### config.mk
export PLATFORM = sky130hd
export DESIGN_NAME = imem_loader_flat
export DESIGN_NICKNAME = d
export VERILOG_FILES = /design/src/rtl/imem_pkg.sv /design/src/rtl/imem_loader_if.sv /design/src/rtl/imem_loader_byte_packer.sv /design/src/rtl/imem_loader.sv /design/src/flat_wrapper.sv
export SDC_FILE = /design/constraint.sdc
export NUM_CORES = 1
export LEC_CHECK = 0
export BUFFER_PORTS_ARGS = -buffer_cell sky130_fd_sc_hd__buf_2
export CORE_MARGIN = 2
export CORE_UTILIZATION = 55
export DETAILED_ROUTE_END_ITERATION = 6
export PLACE_DENSITY_LB_ADDON = 0.15
export SLEW_MARGIN = 20
export SYNTH_ARGS = -nofsm -noshare
export SYNTH_HDL_FRONTEND = slang
export SYNTH_SLANG_ARGS = --single-unit
### constraint.sdc
create_clock -name clk -period 2.2 [get_ports clk]
set_input_delay 0.11 -clock clk [delete_from_list [all_inputs] [get_ports clk]]
set_output_delay 0.11 -clock clk [all_outputs]
set_load 0.02 [all_outputs]
### src/rtl/imem_pkg.sv
// Shared types and sizing for the instruction-memory boot loader.
package imem_pkg;

  localparam int IMEM_DWIDTH    = 32;
  localparam int IMEM_AWIDTH    = 10;
  localparam int BYTES_PER_WORD = 4;

  typedef enum logic [2:0] {
    IDLE,
    HDR,
    DATA,
    WRITE,
    CSUM,
    DONE,
    ERR
  } loader_state_t;

endpackage

### src/rtl/imem_loader_if.sv
// Byte-stream handshake plus instruction-memory write port; master is the loader side.
interface imem_loader_if
  import imem_pkg::*;
#(
  parameter int DWIDTH = IMEM_DWIDTH,
  parameter int AWIDTH = IMEM_AWIDTH
);

  logic              in_valid;
  logic [7:0]        in_data;
  logic              in_ready;
  logic              we;
  logic [AWIDTH-1:0] waddr;
  logic [DWIDTH-1:0] wdata;

  modport master (
    input  in_valid, in_data,
    output in_ready, we, waddr, wdata
  );

  modport slave (
    output in_valid, in_data,
    input  in_ready, we, waddr, wdata
  );

endinterface

### src/rtl/imem_loader_byte_packer.sv
// Assembles accepted bytes big-endian into a word; word_valid pulses with the last byte.
module byte_packer
  import imem_pkg::*;
(
  input  logic        clk,
  input  logic        rst,
  input  logic        clear,
  input  logic        accept,
  input  logic [7:0]  in_data,
  output logic        word_valid,
  output logic [31:0] word
);

  logic [1:0]  cnt_q, cnt_d;
  logic [23:0] sr_q, sr_d;

  assign word       = {sr_q, in_data};
  assign word_valid = accept && (cnt_q == 2'(BYTES_PER_WORD - 1));

  // A state change restarts the count so every phase begins on a word boundary.
  always_comb begin
    cnt_d = cnt_q;
    sr_d  = sr_q;
    if (accept) begin
      cnt_d = cnt_q + 2'd1;
      sr_d  = {sr_q[15:0], in_data};
    end
    if (clear) begin
      cnt_d = 2'd0;
    end
  end

  always_ff @(posedge clk) begin
    if (rst) begin
      cnt_q <= 2'd0;
      sr_q  <= 24'd0;
    end else begin
      cnt_q <= cnt_d;
      sr_q  <= sr_d;
    end
  end

endmodule

### src/rtl/imem_loader.sv
// Boot-time instruction memory writer: header word N, then N big-endian data words.
// Optional trailing checksum word enabled by defining IMEM_LOADER_CHECKSUM_EN.
module imem_loader
  import imem_pkg::*;
#(
  parameter int DWIDTH = IMEM_DWIDTH,
  parameter int AWIDTH = IMEM_AWIDTH
) (
  input  logic              clk,
  input  logic              rst,
  input  logic              start,
  imem_loader_if.master     bus,
  output logic              cpu_hold,
  output logic              done,
  output logic              error,
  output logic [AWIDTH:0]   word_count
);

  localparam logic [DWIDTH-1:0] MAX_WORDS = {{(DWIDTH-1){1'b0}}, 1'b1} << AWIDTH;
  localparam logic [AWIDTH:0]   ONE_WORD  = {{AWIDTH{1'b0}}, 1'b1};

`ifdef IMEM_LOADER_CHECKSUM_EN
  localparam loader_state_t END_STATE = CSUM;
`else
  localparam loader_state_t END_STATE = DONE;
`endif

  loader_state_t     state_q, state_d;
  logic [AWIDTH:0]   word_count_q, word_count_d;
  logic [AWIDTH:0]   n_q, n_d;
  logic [DWIDTH-1:0] wdata_q, wdata_d;
  logic              in_ready;
  logic              word_valid;
  logic [31:0]       word;

`ifdef IMEM_LOADER_CHECKSUM_EN
  logic [DWIDTH-1:0] csum_q, csum_d;
`endif

  assign in_ready = (state_q == HDR) || (state_q == DATA) || (state_q == CSUM);

  byte_packer u_packer (
    .clk        (clk),
    .rst        (rst),
    .clear      (state_d != state_q),
    .accept     (bus.in_valid && in_ready),
    .in_data    (bus.in_data),
    .word_valid (word_valid),
    .word       (word)
  );

  always_comb begin
    state_d      = state_q;
    word_count_d = word_count_q;
    n_d          = n_q;
    wdata_d      = wdata_q;
`ifdef IMEM_LOADER_CHECKSUM_EN
    csum_d       = csum_q;
`endif
    case (state_q)
      IDLE, DONE, ERR: begin
        if (start) begin
          state_d      = HDR;
          word_count_d = '0;
`ifdef IMEM_LOADER_CHECKSUM_EN
          csum_d       = '0;
`endif
        end
      end
      // N is range-checked here so no later write can run past the memory.
      HDR: begin
        if (word_valid) begin
          if (word == '0) begin
            state_d = END_STATE;
          end else if (word > MAX_WORDS) begin
            state_d = ERR;
          end else begin
            state_d = DATA;
            n_d     = word[AWIDTH:0];
          end
        end
      end
      DATA: begin
        if (word_valid) begin
          wdata_d = word;
          state_d = WRITE;
        end
      end
      WRITE: begin
        word_count_d = word_count_q + ONE_WORD;
`ifdef IMEM_LOADER_CHECKSUM_EN
        csum_d       = csum_q + wdata_q;
`endif
        state_d      = (word_count_d == n_q) ? END_STATE : DATA;
      end
`ifdef IMEM_LOADER_CHECKSUM_EN
      CSUM: begin
        if (word_valid) begin
          state_d = (word == csum_q) ? DONE : ERR;
        end
      end
`endif
      default: state_d = IDLE;
    endcase
  end

  always_ff @(posedge clk) begin
    if (rst) begin
      state_q      <= IDLE;
      word_count_q <= '0;
      n_q          <= '0;
      wdata_q      <= '0;
`ifdef IMEM_LOADER_CHECKSUM_EN
      csum_q       <= '0;
`endif
    end else begin
      state_q      <= state_d;
      word_count_q <= word_count_d;
      n_q          <= n_d;
      wdata_q      <= wdata_d;
`ifdef IMEM_LOADER_CHECKSUM_EN
      csum_q       <= csum_d;
`endif
    end
  end

  assign bus.in_ready = in_ready;
  assign bus.we       = (state_q == WRITE);
  assign bus.waddr    = word_count_q[AWIDTH-1:0];
  assign bus.wdata    = wdata_q;
  assign cpu_hold     = (state_q == HDR) || (state_q == DATA) || (state_q == WRITE) ||
                        (state_q == CSUM) || (state_q == ERR);
  assign done         = (state_q == DONE);
  assign error        = (state_q == ERR);
  assign word_count   = word_count_q;

endmodule
### src/flat_wrapper.sv
// flat-port wrapper written by rule: the top's interface ports become plain ports
module imem_loader_flat import imem_pkg::*;
#(
  parameter int DWIDTH = IMEM_DWIDTH,
  parameter int AWIDTH = IMEM_AWIDTH
)
  (clk, rst, start, cpu_hold, done, error, word_count, bus_in_valid, bus_in_data, bus_in_ready, bus_we, bus_waddr, bus_wdata);
  imem_loader_if #(.DWIDTH(DWIDTH), .AWIDTH(AWIDTH)) bus_i ();
  input  logic clk;
  input  logic rst;
  input  logic start;
  output logic cpu_hold;
  output logic done;
  output logic error;
  output logic [AWIDTH:0] word_count;
  input wire logic [$bits(bus_i.in_valid)-1:0] bus_in_valid;
  input wire logic [$bits(bus_i.in_data)-1:0] bus_in_data;
  output wire logic [$bits(bus_i.in_ready)-1:0] bus_in_ready;
  output wire logic [$bits(bus_i.we)-1:0] bus_we;
  output wire logic [$bits(bus_i.waddr)-1:0] bus_waddr;
  output wire logic [$bits(bus_i.wdata)-1:0] bus_wdata;
  assign bus_i.in_valid = bus_in_valid;
  assign bus_i.in_data = bus_in_data;
  assign bus_in_ready = bus_i.in_ready;
  assign bus_we = bus_i.we;
  assign bus_waddr = bus_i.waddr;
  assign bus_wdata = bus_i.wdata;
  imem_loader #(.DWIDTH(DWIDTH), .AWIDTH(AWIDTH)) u_core (.clk(clk), .rst(rst), .start(start), .bus(bus_i), .cpu_hold(cpu_hold), .done(done), .error(error), .word_count(word_count));
endmodule
==> results.toml <==
[run_status]
status = "completed"

[finish]
final_core_util_pct = 64.4
diodes = 0
seqCellArea_sq_um = 1660
layout.nets = 517
final_cells = 588
multiInputGateArea_sq_um = 1880
final_layout_size_suffix_gt1_share_pct = 21.3
syn2layout_area_growth_pct = 15.2
fill_cells = 614

[grt]
grt.met3_usage_pct = 3.43
grt_usage_pct = 24.0
grt_max_degree = 33
grt_pass1_vias = 2927
gr-total-overflow = 0
gr-max-usage-layer = "met1"
grtUsageMet1_pct = 35.4
grt_pass1_wl_um = 14200
antenna_found_initial = 0
grtUsageMet2_pct = 35.4

[clock_tree]
cts_buffers = 9
cts_resized = 0
cts_sinks = 83
clk_pin_slew_worst_paths_ps = 90
ctsHoldBuffers = 0
cts_setup_buffers = 0
cts_max_level = 3
clk_latency_ps = 360
cts_root_buf = "clkbuf_8"
cts_max_path_buffers = 2
cts_tree = "yes"

[setup_path]
worst_setup_path_start_kind = "register"
cp_max_fo = 6
crit_arrival_ps = 2260
slowest_stage = "dfxtp_1"
cp.required_ps = 2420
path_class = "reg2reg"
ff2ff_setup_slack_ps = 150
path_buf_inv = 0
slowest_delay_ps = 420
reg2reg_from = "u_core.word_count[1]$_SDFFE_PP0P_"
cp-end-kind = "register"
critPathTopFamily = "simple AND/OR/NAND/NOR gates"
cp_cell_sequence = "ha_1 -> and3_1 -> nand4_1 -> or2_1 -> a2111oi_2 -> a21o_1 -> a21oi_1"
reg2regPathDepth = 7
r2r-end = "u_core.state_q[1]$_SDFF_PP0_"

[min_path]
holdPathStages = 3
hp-start = "bus_in_data[1]"
hold_class = "in2reg"
hold_end = "u_core.bus.wdata[1]$_SDFFE_PP0P_"

[timing]
final-hold-violation-count = 0
finalMaxSlewViolations = 0
skew_ps = 8.02
setup_viol_count_final = 0
fin_tns_setup_ps = 0
slew_headroom_pct = 41.2
worstMarginPinSlew_ps = 881
rsz0062_at_grt = "false"
period_share_pct = 93.0
hold_slack_ps = 28.2
timing.final.crit_period_ps = 2050
timing.fmax_ghz = 0.489

[place]
gp_congestion = 0.885
dp_cells = 572
place_hpwl_um = 6130
port_buffers = 69

[routing]
drt-initial-drc-count = 197
wl_um = 8680
drtAntennaViolNets = 0
first_pass_iters = 6
wl_per_cell_um = 14.8
viasPerCell = 5.52
drc = 0
vias = 3243

[logic_synthesis]
synth_cell_type_count = 47
ys.flop_type = "dfxtp_1"
seq_area_frac_synth_pct = 44.5
synth.avg_cell_area_sq_um = 8.34
netlist_area_sq_um = 3740
synth_enable_flop_cells = 0
syn-num-nets = 462
netlist_instances = 448
synth-seq-cells = 83
ys_warn_count = 0
synthArstFlopShare_pct = 0

[pwr]
ir_worst_vdd_uv = 543
power_density_nw_per_um2 = 658
power_leakage_uw = 0.00201
p_total_uw = 2830

[floorplanning]
design.core.area_sq_um = 6680
ioPinCount = 70
die_h_um = 86.4
die_x_um = 86.4
dieArea_sq_um = 7470
start_util_pct = 55.9
rows = 30

[job]
timing.max_cap.violations = 0
layout by cell type (no fill, tap or decap), types with 2 or more instances in the layout:
cell type	Yosys	final
nor4_1	6	6
or3_1	8	8
o21ai_0	3	3
buf_2	5	69
xor2_1	9	9
nand2b_1	2	2
nand3_1	8	8
nor2_1	57	57
and2_1	2	2
a21o_1	5	5
o21ai_1	4	4
xnor2_1	6	6
a21oi_1	53	53
nand2_1	73	73
mux2i_1	37	37
inv_8	0	2
dfxtp_1	83	83
buf_4	11	14
clkbuf_8	0	9
inv_6	0	2
o21a_1	2	2
nor3_1	7	6
a211oi_1	3	3
a211o_1	2	2
nor2b_1	6	6
nand3b_1	4	4
and3_1	3	3
nand4_1	3	3
inv_2	3	3
ha_1	2	2
synth_stat cells (4+ instances only):
cell type	n	share of area (%)
nor2b_1	6	1.0
nor2_1	57	5.7
buf_4	11	2.2
nand3b_1	4	0.80
dfxtp_1	83	44
nand3_1	8	1.1
a21oi_1	53	7.1
or3_1	8	1.3
a21o_1	5	1.0
nand2_1	73	7.3
o21ai_1	4	0.54
xor2_1	9	2.1
xnor2_1	6	1.4
buf_2	5	0.67
clkbuf_1	22	2.2
nor3_1	7	0.94
mux2i_1	37	9.9
nor4_1	6	1.0
worst max-delay path by stage:
stage	start	endpoint	slack, ps	cells after the start
floorplan	u_core.word_count[0]$_SDFFE_PP0P_	u_core.state_q[0]$_SDFF_PP0_	50	7
global placement	u_core.word_count[1]$_SDFFE_PP0P_	u_core.state_q[1]$_SDFF_PP0_	290	7
detailed placement	u_core.word_count[1]$_SDFFE_PP0P_	u_core.state_q[1]$_SDFF_PP0_	200	7
CTS	u_core.word_count[1]$_SDFFE_PP0P_	u_core.state_q[1]$_SDFF_PP0_	160	7
global route	u_core.word_count[1]$_SDFFE_PP0P_	u_core.state_q[0]$_SDFF_PP0_	20	7
finish	u_core.word_count[1]$_SDFFE_PP0P_	u_core.state_q[1]$_SDFF_PP0_	150	7
cell type report:
class / count / share of cell area (%)
timing repair buffer: 83 / 10.5
multi-input combinational: 323 / 43.6
tap: 80 / 2.32
inverter: 3 / 0.262
sequential: 83 / 38.6
clock buffer: 9 / 2.88
clock inverter: 7 / 1.92
flip-flops by register name, indices dropped and copies added (netlist names):
name,flops
u_core.bus.wdata,32
u_core.u_packer.sr_q,24
u_core.n_q,11
u_core.word_count,11
u_core.state_q,3
u_core.u_packer.cnt_q,2
worst register-to-register path, stage by stage (launching register included):
cell,delay [ps]
dfxtp_1,420
ha_1,200
and3_1,250
nand4_1,190
or2_1,270
a2111oi_2,350
a21o_1,160
a21oi_1,60
where the power goes:
group | internal (uW) | switching [uW] | leakage [uW]
clock network | 546 | 607 | 0.000104
registers | 1510 | 16.4 | 0.000669
logic | 57.7 | 94.3 | 0.00124
total | 2120 | 717 | 0.00201
kinds of logic after synthesis:
logic type / share of synthesized area, %
compound gates: 12.7
xor+xnor: 3.52
fa+ha+maj: 0.669
buf+inv: 5.49
flops: 44.5
mux: 9.91
simple gates: 23.3
layer usage:
metal  part of all wire, %  wire, um
met1                    49      4270
met2                    45      3920
met3                   5.0       430
met4                  0.66        57
met5                     0         0
per-stage QoR:
step,cell area (sq um),setup WS (ps)
3_3_place_gp,4100,289
2_1_floorplan,3740,49.8
3_5_place_dp,4100,197
6_report,4310,155
5_1_grt,4310,16.1
4_1_cts,4310,158
Note: power is estimated with default switching activity, not from simulation.
